$ cat src/rtl/multu_hilo_unit_pkg.sv
// Shared types for the MULTU / HI-LO unit: FSM encoding and counter sizing.
package multu_hilo_unit_pkg;

  typedef enum logic [1:0] {
    MUL_IDLE = 2'd0,
    MUL_RUN  = 2'd1,
    MUL_DONE = 2'd2
  } mul_state_t;

  function automatic int cnt_width(input int w);
    return (w > 1) ? $clog2(w) : 1;
  endfunction

endpackage

$ cat src/rtl/multu_hilo_unit.sv
// Multi-cycle radix-2 unsigned multiplier with architectural HI/LO registers.
// Executes MULTU in exactly WIDTH RUN cycles and accepts MTHI/MTLO writes when not running.
//
// state    | meaning
// ---------+---------------------------------------------------------------
// MUL_IDLE | waiting; start accepted, hi_we/lo_we honoured
// MUL_RUN  | one multiplier bit consumed per cycle; busy=1, writes dropped
// MUL_DONE | hi/lo hold the new product for one cycle; start accepted again
module multu_hilo_unit
  import multu_hilo_unit_pkg::*;
#(
  parameter int WIDTH = 32
) (
  input  logic             clk,
  input  logic             reset,
  input  logic             start,
  input  logic [WIDTH-1:0] srca,
  input  logic [WIDTH-1:0] srcb,
  input  logic             hi_we,
  input  logic             lo_we,
  input  logic [WIDTH-1:0] wdata,
  output logic             busy,
  output logic             done,
  output logic [WIDTH-1:0] hi,
  output logic [WIDTH-1:0] lo
);

  localparam int              CNTW     = cnt_width(WIDTH);
  localparam logic [CNTW-1:0] CNT_LAST = CNTW'(WIDTH - 1);

  mul_state_t       state, state_nxt;
  logic [CNTW-1:0]  cnt;
  logic [WIDTH-1:0] mcand;
  logic [2*WIDTH:0] acc;
  logic [2*WIDTH:0] acc_step;
  logic [WIDTH:0]   psum;
  logic             accept;
  logic             finish;

  // Down-counter reaches zero on the last RUN cycle; that step's result is the product.
  assign accept   = start && (state != MUL_RUN);
  assign finish   = (state == MUL_RUN) && (cnt == '0);
  assign psum     = acc[2*WIDTH:WIDTH] + (acc[0] ? {1'b0, mcand} : '0);
  assign acc_step = {1'b0, psum, acc[WIDTH-1:1]};

  always_ff @(posedge clk) begin
    if (!reset) state <= MUL_IDLE;
    else        state <= state_nxt;
  end

  always_comb begin
    state_nxt = state;
    case (state)
      MUL_IDLE: if (start) state_nxt = MUL_RUN;
      MUL_RUN:  if (cnt == '0) state_nxt = MUL_DONE;
      MUL_DONE: state_nxt = start ? MUL_RUN : MUL_IDLE;
      default:  state_nxt = MUL_IDLE;
    endcase
  end

  always_comb begin
    busy = (state == MUL_RUN);
    done = (state == MUL_DONE);
  end

  always_ff @(posedge clk) begin
    if (!reset) begin
      cnt   <= '0;
      mcand <= '0;
      acc   <= '0;
      hi    <= '0;
      lo    <= '0;
    end else begin
      if (accept) begin
        mcand <= srca;
        acc   <= {{(WIDTH+1){1'b0}}, srcb};
        cnt   <= CNT_LAST;
      end else if (state == MUL_RUN) begin
        acc <= acc_step;
        cnt <= cnt - 1'b1;
      end

      if (finish) begin
        hi <= acc_step[2*WIDTH-1:WIDTH];
        lo <= acc_step[WIDTH-1:0];
      end else if (state != MUL_RUN) begin
        if (hi_we) hi <= wdata;
        if (lo_we) lo <= wdata;
      end
    end
  end

endmodule

$ cat config.mk
export PLATFORM = sky130hd
export DESIGN_NAME = multu_hilo_unit
export DESIGN_NICKNAME = d
export VERILOG_FILES = /design/src/rtl/multu_hilo_unit_pkg.sv /design/src/rtl/multu_hilo_unit.sv
export SDC_FILE = /design/constraint.sdc
export NUM_CORES = 1
export LEC_CHECK = 0
export CORE_ASPECT_RATIO = 0.8
export CORE_MARGIN = 2
export CORE_UTILIZATION = 30
export DETAILED_ROUTE_END_ITERATION = 10
export HOLD_SLACK_MARGIN = 0.08
export PLACE_DENSITY = 0.55
export SYNTH_ARGS = -nofsm -noshare
export SYNTH_HDL_FRONTEND = slang
export SYNTH_SLANG_ARGS = --single-unit
export TNS_END_PERCENT = 1
$ cat constraint.sdc
create_clock -name clk -period 3.2 [get_ports clk]
set_input_delay 0.8 -clock clk [delete_from_list [all_inputs] [get_ports clk]]
set_output_delay 0.8 -clock clk [all_outputs]
set_load 0.01 [all_outputs]
==> impl_metrics.toml, run 1 <==
[status]
outcome = "finished, final reports clean"

[global_route]
grt_pass1_wl_mm = 46.5
antenna_found_initial = 2
grt_pass1_vias = 7992
grt_max_degree = 113
grt_overflow = 0
globalRouteTotalUtil_pct = 19.1

[min_path]
hold_class = "reg -> reg"
min_path_cells = 2
hold_end = "acc[45]$_SDFFE_PP0P_"
min_from = "acc[45]$_SDFFE_PP0P_"

[yosys]
async_flop_share_pct = 0
synthFlopType = "dfxtp_1"
yosysWarningCount = 0
ys_seq_area_share_pct = 37.1
ys_ff_latch = 167
netlist_area_um2 = 9000
syn_inst = 1105
synth_edf_count = 0
syn_nets = 1241
yosysUniqueCellTypes = 69
avgSynthCellArea_um2 = 8.15

[cts]
cts_tree = "built"
cts_hold_buf = 0
clk_root_buffer_cell = "clkbuf_16"
cts_sinks = 167
cts_buffer_depth = 2
clkLatencyLatePin_ps = 440
cts_made_buffers = 17
path_clk_slew_ps = 70
ctsHtreeMaxLevel = 4

[critical_path]
rrSetupSlack_ps = 360
start_kind = "register"
worstSetupPathType = "reg -> reg"
critPathLaunch = "acc[0]$_SDFFE_PN0P_"
path_max_fanout = 15
r2r_cells = 11
regToRegStartpoint = "acc[0]$_SDFFE_PN0P_"
required_ps = 3530
rr_endpoint = "hi[21]$_SDFFE_PN0P_"
end_kind = "register"
cp.arrival_ps = 3170

[routing]
firstDrtPassIters = 6
first_iter_violations = 460
viasPerCell = 5.10
drcViolationCount = 0
vias = 8276
routed_wl_mm = 30.1
post_drt_wl_per_cell_um = 18.5
drtAntennaViolNets = 0

[flow_run]
cap_violations = 0

[sta]
rsz0062_at_grt = "no"
finalCriticalPeriod_ps = 2840
setup_violations = 0
maxSlewHeadroom_pct = 57.9
min_period_over_period_pct = 88.7
tightest_slew_ps = 632
clock_skew_ps = 10.9
timing.final.max_slew_violations = 0
fin_hold_ws_ps = 458
hold_viol = 0
tns_ps = 0
max_freq_mhz = 352

[die]
core_area_um2 = 29400
fp.dieW_um = 198
std_cell_rows = 56
dieArea_um2 = 31400
die_h_um = 159
ioPinCount = 167
start_util_pct = 30.6

[layout]
final_cell_area_um2 = 11700
area_growth_pct = 29.6
fill_cells = 3078
final_nets = 1370
drive_gt1_share_pct = 7.30
diodes = 0

[placed_design]
io_buffer_count = 166
dpl.hpwl_mm = 22.5
gp_congestion = 0.862
place_area_um2 = 11000

[power_and_ir_drop]
p_per_area_nw_per_um2 = 481
p_leak_uw = 0.00542
peakVddDrop_v = 0.000379
p_total_uw = 5620
## sequential cells by signal, summed over array words and instances (netlist names)
register,flops
hi,32
mcand,32
state,2
acc,64
cnt,5
lo,32
## worst max path at each step
stage | to | depth (start not counted)
floorplan | hi[25]$_SDFFE_PN0P_ | 11
global placement | hi[30]$_SDFFE_PN0P_ | 11
detailed placement | hi[30]$_SDFFE_PN0P_ | 11
CTS | hi[30]$_SDFFE_PN0P_ | 11
global route | hi[27]$_SDFFE_PN0P_ | 11
finish | hi[21]$_SDFFE_PN0P_ | 11
## cells by family after synthesis
group	synth area share (%)
flip-flops	37.1
AND/OR/NAND/NOR	22.9
adder cells (fa/ha/maj)	4.95
buffers and inverters	3.96
XOR/XNOR	2.81
multiplexers	3.78
AO/OA/AOI/OAI	24.5
## Yosys cell counts, drive strengths merged (2+ instances only)
library cell	n	share of area, %
nand2	296	12
dfxtp	167	37
o211a	88	9.8
nand3	70	3.9
clkbuf	65	2.7
a21oi	59	3.7
nor2	40	1.7
and2	38	2.7
ha	34	4.7
mux2i	34	3.8
a21boi	32	2.7
o21ai	32	2.2
xnor2	18	1.8
buf	13	0.69
inv	13	0.54
a31oi	10	1.2
xor2	10	0.97
a22o	8	0.78
and3	8	0.56
nand4	8	0.56
a21o	7	0.60
a211oi	6	0.56
nor3	5	0.28
o211ai	5	0.63
nor2b	4	0.28
o21a	4	0.33
nand2b	3	0.21
o21bai	3	0.29
o22ai	3	0.28
o2111ai	2	0.19
o31a	2	0.19
o31ai	2	0.17
## report_power, final
group / leakage, µW / switching [µW] / internal [µW]
clock network: 0.000292 / 927 / 1310
registers: 0.00137 / 120 / 2240
logic: 0.00375 / 524 / 492
total: 0.00542 / 1570 / 4050
## per-layer routing
layer	share of wire, %	GRT usage [%]	vias to the layer above
met5	0.090	0	-
met4	0.78	3.83	4
met3	4.5	3.77	21
met2	44	29.9	182
met1	51	27.3	3955
li1	-	-	4114
## area by class of cell
cell class / count / area (µm²) / area share (%)
timing repair buffer: 188 / 1860 / 15.9
sequential: 167 / 3340 / 28.7
clock inverter: 14 / 199 / 1.70
clock buffer: 17 / 425 / 3.65
multi-input combinational: 847 / 5320 / 45.6
inverter: 13 / 48.8 / 0.418
tap: 377 / 472 / 4.04
## worst max-delay path, stage by stage, from the launching register on
cell and delay, ps:
dfxtp_2 400, and2_1 180, ha_1 230, fa_1 410, a21o_1 220, a31o_1 270
a31oi_1 220, o21ai_2 120, o21ai_4 180, o21ai_2 120, xor2_1 170, o211a_1 210
## metrics by stage
| stage | std cells | setup WS (ps) | utilization, % |
|---|---|---|---|
| 2_1_floorplan | 1105 | 661 | - |
| 3_3_place_gp | 1592 | 285 | 37.5 |
| 3_5_place_dp | 1592 | 231 | 37.5 |
| 4_1_cts | 1623 | 198 | 39.6 |
| 5_1_grt | 1623 | 177 | 39.7 |
| 6_report | 1623 | 362 | 39.7 |
## cells in the final DEF (no fill, tap or decap), types with 8 or more instances in the layout
master / synthesis / layout
ha_1: 34 / 34
o21ai_0: 19 / 19
clkdlybuf4s50_1: 0 / 164
nand3_1: 70 / 70
mux2i_1: 34 / 34
inv_1: 11 / 11
a22o_1: 8 / 8
and2_1: 37 / 37
buf_4: 1 / 20
and3_1: 8 / 8
dfxtp_1: 167 / 166
xnor2_1: 17 / 17
o211a_1: 88 / 88
a21oi_1: 54 / 54
clkbuf_16: 0 / 17
nand4_1: 8 / 8
nand2_1: 296 / 294
a21boi_0: 32 / 32
nor2_1: 38 / 36
xor2_1: 10 / 10
## timing repair
| action | 4_1_cts | 5_1_grt |
|---|---|---|
| setup buffers | 0 | 0 |
| endpoints found under the hold margin | 0 | 0 |
| resized for setup | 0 | 1 |
| endpoints found under the setup margin | 0 | 3 |
No activity file was read; power rests on OpenSTA's default activity.
==> inputs of run 2 (changes only) <==
ABC_AREA = 1   (was default)
CORE_UTILIZATION = 45   (was 30)
PLACE_DENSITY = 0.74   (was 0.55)
==> run 2 against run 1 <==
Non-clock buffer count shrank 11. Synthesized area is 7.6% higher. Largest power group unchanged. Total power up 0.22%. Critical path type unchanged.
==> impl_metrics.toml, run 2 <==
[cts]
cts_tree = "built"
cts_setup_buffers = 0
cts_sinks = 167
clkLatencyLatePin_ps = 440
cts_hold_buf = 0
clk_root_buffer_cell = "clkbuf_16"
ctsHtreeMaxLevel = 4
cts_buffer_depth = 2
path_clk_slew_ps = 70
postCtsResizedCells = 0
cts_made_buffers = 17

[routing]
vias = 9803
firstDrtPassIters = 5
routed_wl_mm = 29.3
post_drt_wl_per_cell_um = 15.2
viasPerCell = 5.08
drtAntennaViolNets = 0
first_iter_violations = 887
drcViolationCount = 0

[critical_path]
end_kind = "register"
regToRegStartpoint = "acc[0]$_SDFFE_PN0P_"
crit_top_cell = "nor2_1"
path_max_fanout = 30
required_ps = 3530
worstSetupPathType = "reg -> reg"
cp.arrival_ps = 2830
rrSetupSlack_ps = 700
path_depth = 14
worstPathCellList = "buf_4 -> nand2_1 -> inv_1 -> ha_1 -> nand2_1 -> inv_1 -> a21oi_1 -> nor2_1 -> nor2_1 -> nor2_1 -> nor2_1 -> nand2_1 -> o21ai_0 -> inv_1"
cp_slowest_cell = "dfxtp_1"
rr_endpoint = "acc[63]$_SDFFE_PP0P_"
start_kind = "register"
slowest_delay_ps = 360
cp_num_buf_inv = 4
r2r_cells = 14
crit_family = "simple AND/OR/NAND/NOR gates"

[power_and_ir_drop]
peakVddDrop_v = 0.000351
power_frac_seq_pct = 42.4
swShare_pct = 30.8
power.internal_uw = 3890
combPwrFrac_pct = 20.0
p_leak_uw = 0.00630
clkPwrFrac_pct = 37.5
p_sw_uw = 1730
p_per_area_nw_per_um2 = 468

[layout]
area_growth_pct = 24.0
diodes = 0
ff_latch_area_um2 = 3340
multiInputGateArea_um2 = 4970
layout_commonest_cell = "nand2_1"
final_nets = 1783
final_cell_mix = "nand2_1, inv_1, nor2_1"
final_cell_area_um2 = 12000
drive_gt1_share_pct = 5.96
largest_reg_flops = 64
top_register = "acc"
fill_cells = 2022

[global_route]
globalRouteTotalUtil_pct = 26.2
grt_overflow = 0
grt_pass1_vias = 9325
antenna_found_initial = 0
grt_pass1_wl_mm = 47.4
grt_max_degree = 131

[sta]
max_freq_mhz = 400
timing.final.max_slew_violations = 0
tns_ps = 0
clock_skew_ps = 11.3
min_period_over_period_pct = 78.1
tightest_slew_ps = 1140
finalCriticalPeriod_ps = 2500
maxSlewHeadroom_pct = 23.8
hold_viol = 0
rsz0062_at_grt = "no"
setup_violations = 0

[yosys]
synth_commonest_cells = "nand2_1, inv_1, nor2_1, dfxtp_1, o21ai_0"
netlist_area_um2 = 9690
synth_top_cell_by_area = "dfxtp_1"
ys_top_cells_by_area = "dfxtp_1, nand2_1, inv_1"
syn_nets = 1653
yosysUniqueCellTypes = 41
synth_edf_count = 0
avgSynthCellArea_um2 = 6.39
ys_seq_area_share_pct = 34.5
synthFlopType = "dfxtp_1"
yosys.area.top_type_share_pct = 34.5
async_flop_share_pct = 0
ys_ff_latch = 167
synth_most_common_cell = "nand2_1"
yosysWarningCount = 0
syn_inst = 1517

[min_path]
hold_end = "lo[24]$_SDFFE_PN0P_"
min_path_cells = 2
min_from = "acc[25]$_SDFFE_PN0P_"
hold_class = "reg -> reg"

[die]
fp.dieW_um = 168
die_h_um = 135
ioPinCount = 167
std_cell_rows = 47
core_area_um2 = 20900
start_util_pct = 46.4
dieArea_um2 = 22700

[flow_run]
cap_violations = 0

[placed_design]
gp_congestion = 0.945
io_buffer_count = 166
place_area_um2 = 11400
dpl.hpwl_mm = 21.2

[status]
outcome = "finished, final reports clean"
==> run 2: cell types whose count changed in the layout (fill, tap and decap cells not counted), sizes merged, moves of 12 or more <==
| cell | delta |
|---|---|
| a21boi | -32 |
| a21oi | +27 |
| a31oi | +14 |
| and2 | -37 |
| buf | -12 |
| inv | +264 |
| mux2i | -34 |
| nand2 | +133 |
| nand3 | -30 |
| nor2 | +153 |
| o211a | -88 |
| o21ai | +111 |
| o221ai | +16 |
| xnor2 | -18 |
==> run 2: area by class of cell <==
cell class	count	area share, %
clock buffer	18	3.65
inverter	272	8.50
sequential	167	27.8
timing repair buffer	177	14.6
multi-input combinational	1012	41.3
tap	269	2.80
clock inverter	14	1.30
==> run 2: cell families (layout without fill, tap and decap cells) <==
kind of cell	Yosys count	in the layout	share of synthesized area [%]
buf+inv	338	481	14.2
simple gates	681	681	29.2
compound gates	281	281	15.8
xor+xnor	15	15	1.59
flops	167	167	34.5
fa+ha+maj	35	35	4.60
==> run 2: worst max-delay path by stage <==
stage | startpoint | endpoint | slack [ps]
2_1_floorplan | acc[0]$_SDFFE_PN0P_ | acc[63]$_SDFFE_PP0P_ | 1070
3_3_place_gp | start | acc[34]$_SDFFE_PP0P_ | 790
6_report | acc[0]$_SDFFE_PN0P_ | acc[63]$_SDFFE_PP0P_ | 700
3_5_place_dp | start | acc[29]$_SDFFE_PN0P_ | 750
4_1_cts | acc[0]$_SDFFE_PN0P_ | acc[63]$_SDFFE_PP0P_ | 730
5_1_grt | acc[0]$_SDFFE_PN0P_ | acc[63]$_SDFFE_PP0P_ | 390
==> run 2: worst min-delay path: cells and delay by family (launching register included) <==
| kind | cells | cell delay [ps] |
|---|---|---|
| compound gates | 1 | 60 |
| simple gates | 1 | 60 |
| flops | 1 | 310 |
==> run 2: layer usage <==
metal  vias to the layer above  wire length [µm]  global-route usage, %
li1                       4960                 -                      -
met1                      4441             13600                   35.7
met2                       350             12900                   41.9
met3                        52              2000                   5.49
met4                         0               771                   8.14
met5                         -                 0                      0
==> run 2: power groups by stage <==
stage | logic [µW] | clock network (µW) | registers, µW
6_report | 1130 | 2110 | 2390
2_1_floorplan | 608 | 0 | 2440
5_1_grt | 1250 | 2230 | 2410
3_3_place_gp | 1100 | 0 | 2430
4_1_cts | 1130 | 2140 | 2390
3_5_place_dp | 1120 | 0 | 2430
==> run 2: through the flow <==
step / utilization [%] / setup slack (ps) / hold WS (ps) / std cells / power (µW)
3_5_place_dp: 54.7 / 745 / 460 / 1897 / 3550
6_report: 57.6 / 700 / 472 / 1929 / 5630
3_3_place_gp: 54.7 / 791 / 455 / 1897 / 3530
4_1_cts: 57.6 / 726 / 470 / 1929 / 5650
2_1_floorplan: - / 1070 / 433 / 1517 / 3050
5_1_grt: 57.6 / 386 / 515 / 1929 / 5890
==> RTL edit (flow settings as in run 2) <==
Encoding of `mul_state_t`: now one-hot (3 bits for 3 states).
--- a/src/rtl/multu_hilo_unit_pkg.sv
+++ b/src/rtl/multu_hilo_unit_pkg.sv
@@ -1,10 +1,10 @@
 // Shared types for the MULTU / HI-LO unit: FSM encoding and counter sizing.
 package multu_hilo_unit_pkg;
 
-  typedef enum logic [1:0] {
-    MUL_IDLE = 2'd0,
-    MUL_RUN  = 2'd1,
-    MUL_DONE = 2'd2
+  typedef enum logic [2:0] {
+    MUL_IDLE = 3'b001,
+    MUL_RUN  = 3'b010,
+    MUL_DONE = 3'b100
   } mul_state_t;
 
   function automatic int cnt_width(input int w);
Check against the original RTL: no difference found for any inputs over 4 cycles, from zero or initial values and one cycle with reset low; so few cycles prove little.
==> RTL edit against run 2 <==
Power decreased by 4.4%; worst hold slack improved by 0.0039 ns; area after synthesis down 1.7%; routed wire length decreased by 3.3%; sequential cell count up 1; design area decreased by 0.67%; setup slack worse by 0.066 ns; core utilization rose by 0.10 points; clock skew grew 0.0010 ns; largest cell class unchanged.
==> RTL edit: results (changes against run 2) <==
## Synth
* 1675 — net count after synthesis, was 1653
* 4.68% — post-synthesis share of cell area spent on full adders, half adders and majority gates, was 4.60%
* 1.38% — post-synthesis share of cell area spent on xor and xnor gates, was 1.59%
* 35.3% — register area share after synthesis, was 34.5%
* 35 — number of different library cells in the post-synthesis netlist, was 41
* sky130_fd_sc_hd__dfxtp_1 35%, sky130_fd_sc_hd__nand2_1 16%, sky130_fd_sc_hd__inv_1 11% — leading cell types by total area after synthesis, was sky130_fd_sc_hd__dfxtp_1 35%, sky130_fd_sc_hd__nand2_1 16%, sky130_fd_sc_hd__inv_1 10%
* 15.9% — post-synthesis compound-gate area fraction, was 15.8%

## Drt
* 6 — router iterations before antenna repair, was 5
* 5.09 — via count normalized by instance count, was 5.08
* 14.5 µm — detail-routed net length per standard cell, was 15.2 µm
* 12300 µm — total length of routed met2 wires, was 12900 µm

## Power
* 44.0% — sequential cell fraction of total power, was 42.4%

## Global routing
* 40.6% — fraction of met2 tracks used by global routing, was 41.9%
* 3.72% — met3 track demand over resource, was 5.49%
* 46100 µm — wire length of the first global-routing pass, was 47400 µm
* 9195 — number of global-route vias before repair, was 9325
* 85 — maximum number of pins on one net before global-route repair, was 131

## Layout
* 2030 — # fillers, was 2022
* 3360 µm² — register area, was 3340 µm²
* 3.27% — share of layout cells above drive strength 1, was 5.96%
* 4.72% — Clock buf/inv share, was 4.96%
* 1029 — number of multi-input combinational cells in the layout, was 1012
* 1807 — number of nets in the finished design, was 1783

## Run status
* complete, no violations — run status, unchanged

## Critical path
* buffers and inverters — Worst path top cell family by delay, was simple AND/OR/NAND/NOR gates

-- RTL edit: cell types whose count changed in the layout (fill, tap and decap cells not counted), moves of 4 or more --
cell / run 2 / this run
sky130_fd_sc_hd__nand3_1: 31 / 40
sky130_fd_sc_hd__o21ai_0: 121 / 139
sky130_fd_sc_hd__inv_2: 8 / 3
sky130_fd_sc_hd__a21o_1: 5 / 1
sky130_fd_sc_hd__o21ai_1: 22 / 5
sky130_fd_sc_hd__inv_1: 264 / 273
sky130_fd_sc_hd__nor2_1: 183 / 220
sky130_fd_sc_hd__nor2_2: 5 / 0
sky130_fd_sc_hd__a21oi_1: 85 / 96
sky130_fd_sc_hd__nand2_2: 18 / 1
sky130_fd_sc_hd__nand3_2: 9 / 0
sky130_fd_sc_hd__a31oi_1: 24 / 19
-- RTL edit: stage by stage --
step | power (mW) | worst slack, ns | cells | util, %
CTS | 5.41 | 0.677 | 1953 | 57.7
detailed placement | 3.41 | 0.541 | 1921 | 54.9
floorplan | 2.93 | 1.04 | 1539 | -
finish | 5.38 | 0.633 | 1953 | 57.7
global route | 5.62 | 0.338 | 1953 | 57.7
global placement | 3.39 | 0.598 | 1921 | 54.9
-- RTL edit: final timing paths --
| path | startpoint | endpoint | slack [ns] | cells after the start |
|---|---|---|---|---|
| max | state[2]$_SDFFE_PN0P_ | acc[2]$_SDFFE_PN0P_ | 0.63 | 9 |
| min | acc[25]$_SDFFE_PN0P_ | lo[24]$_SDFFE_PN0P_ | 0.48 | 2 |
| max reg2reg | state[2]$_SDFFE_PN0P_ | acc[2]$_SDFFE_PN0P_ | 0.63 | 9 |
| min reg2reg | acc[25]$_SDFFE_PN0P_ | lo[24]$_SDFFE_PN0P_ | 0.48 | 2 |
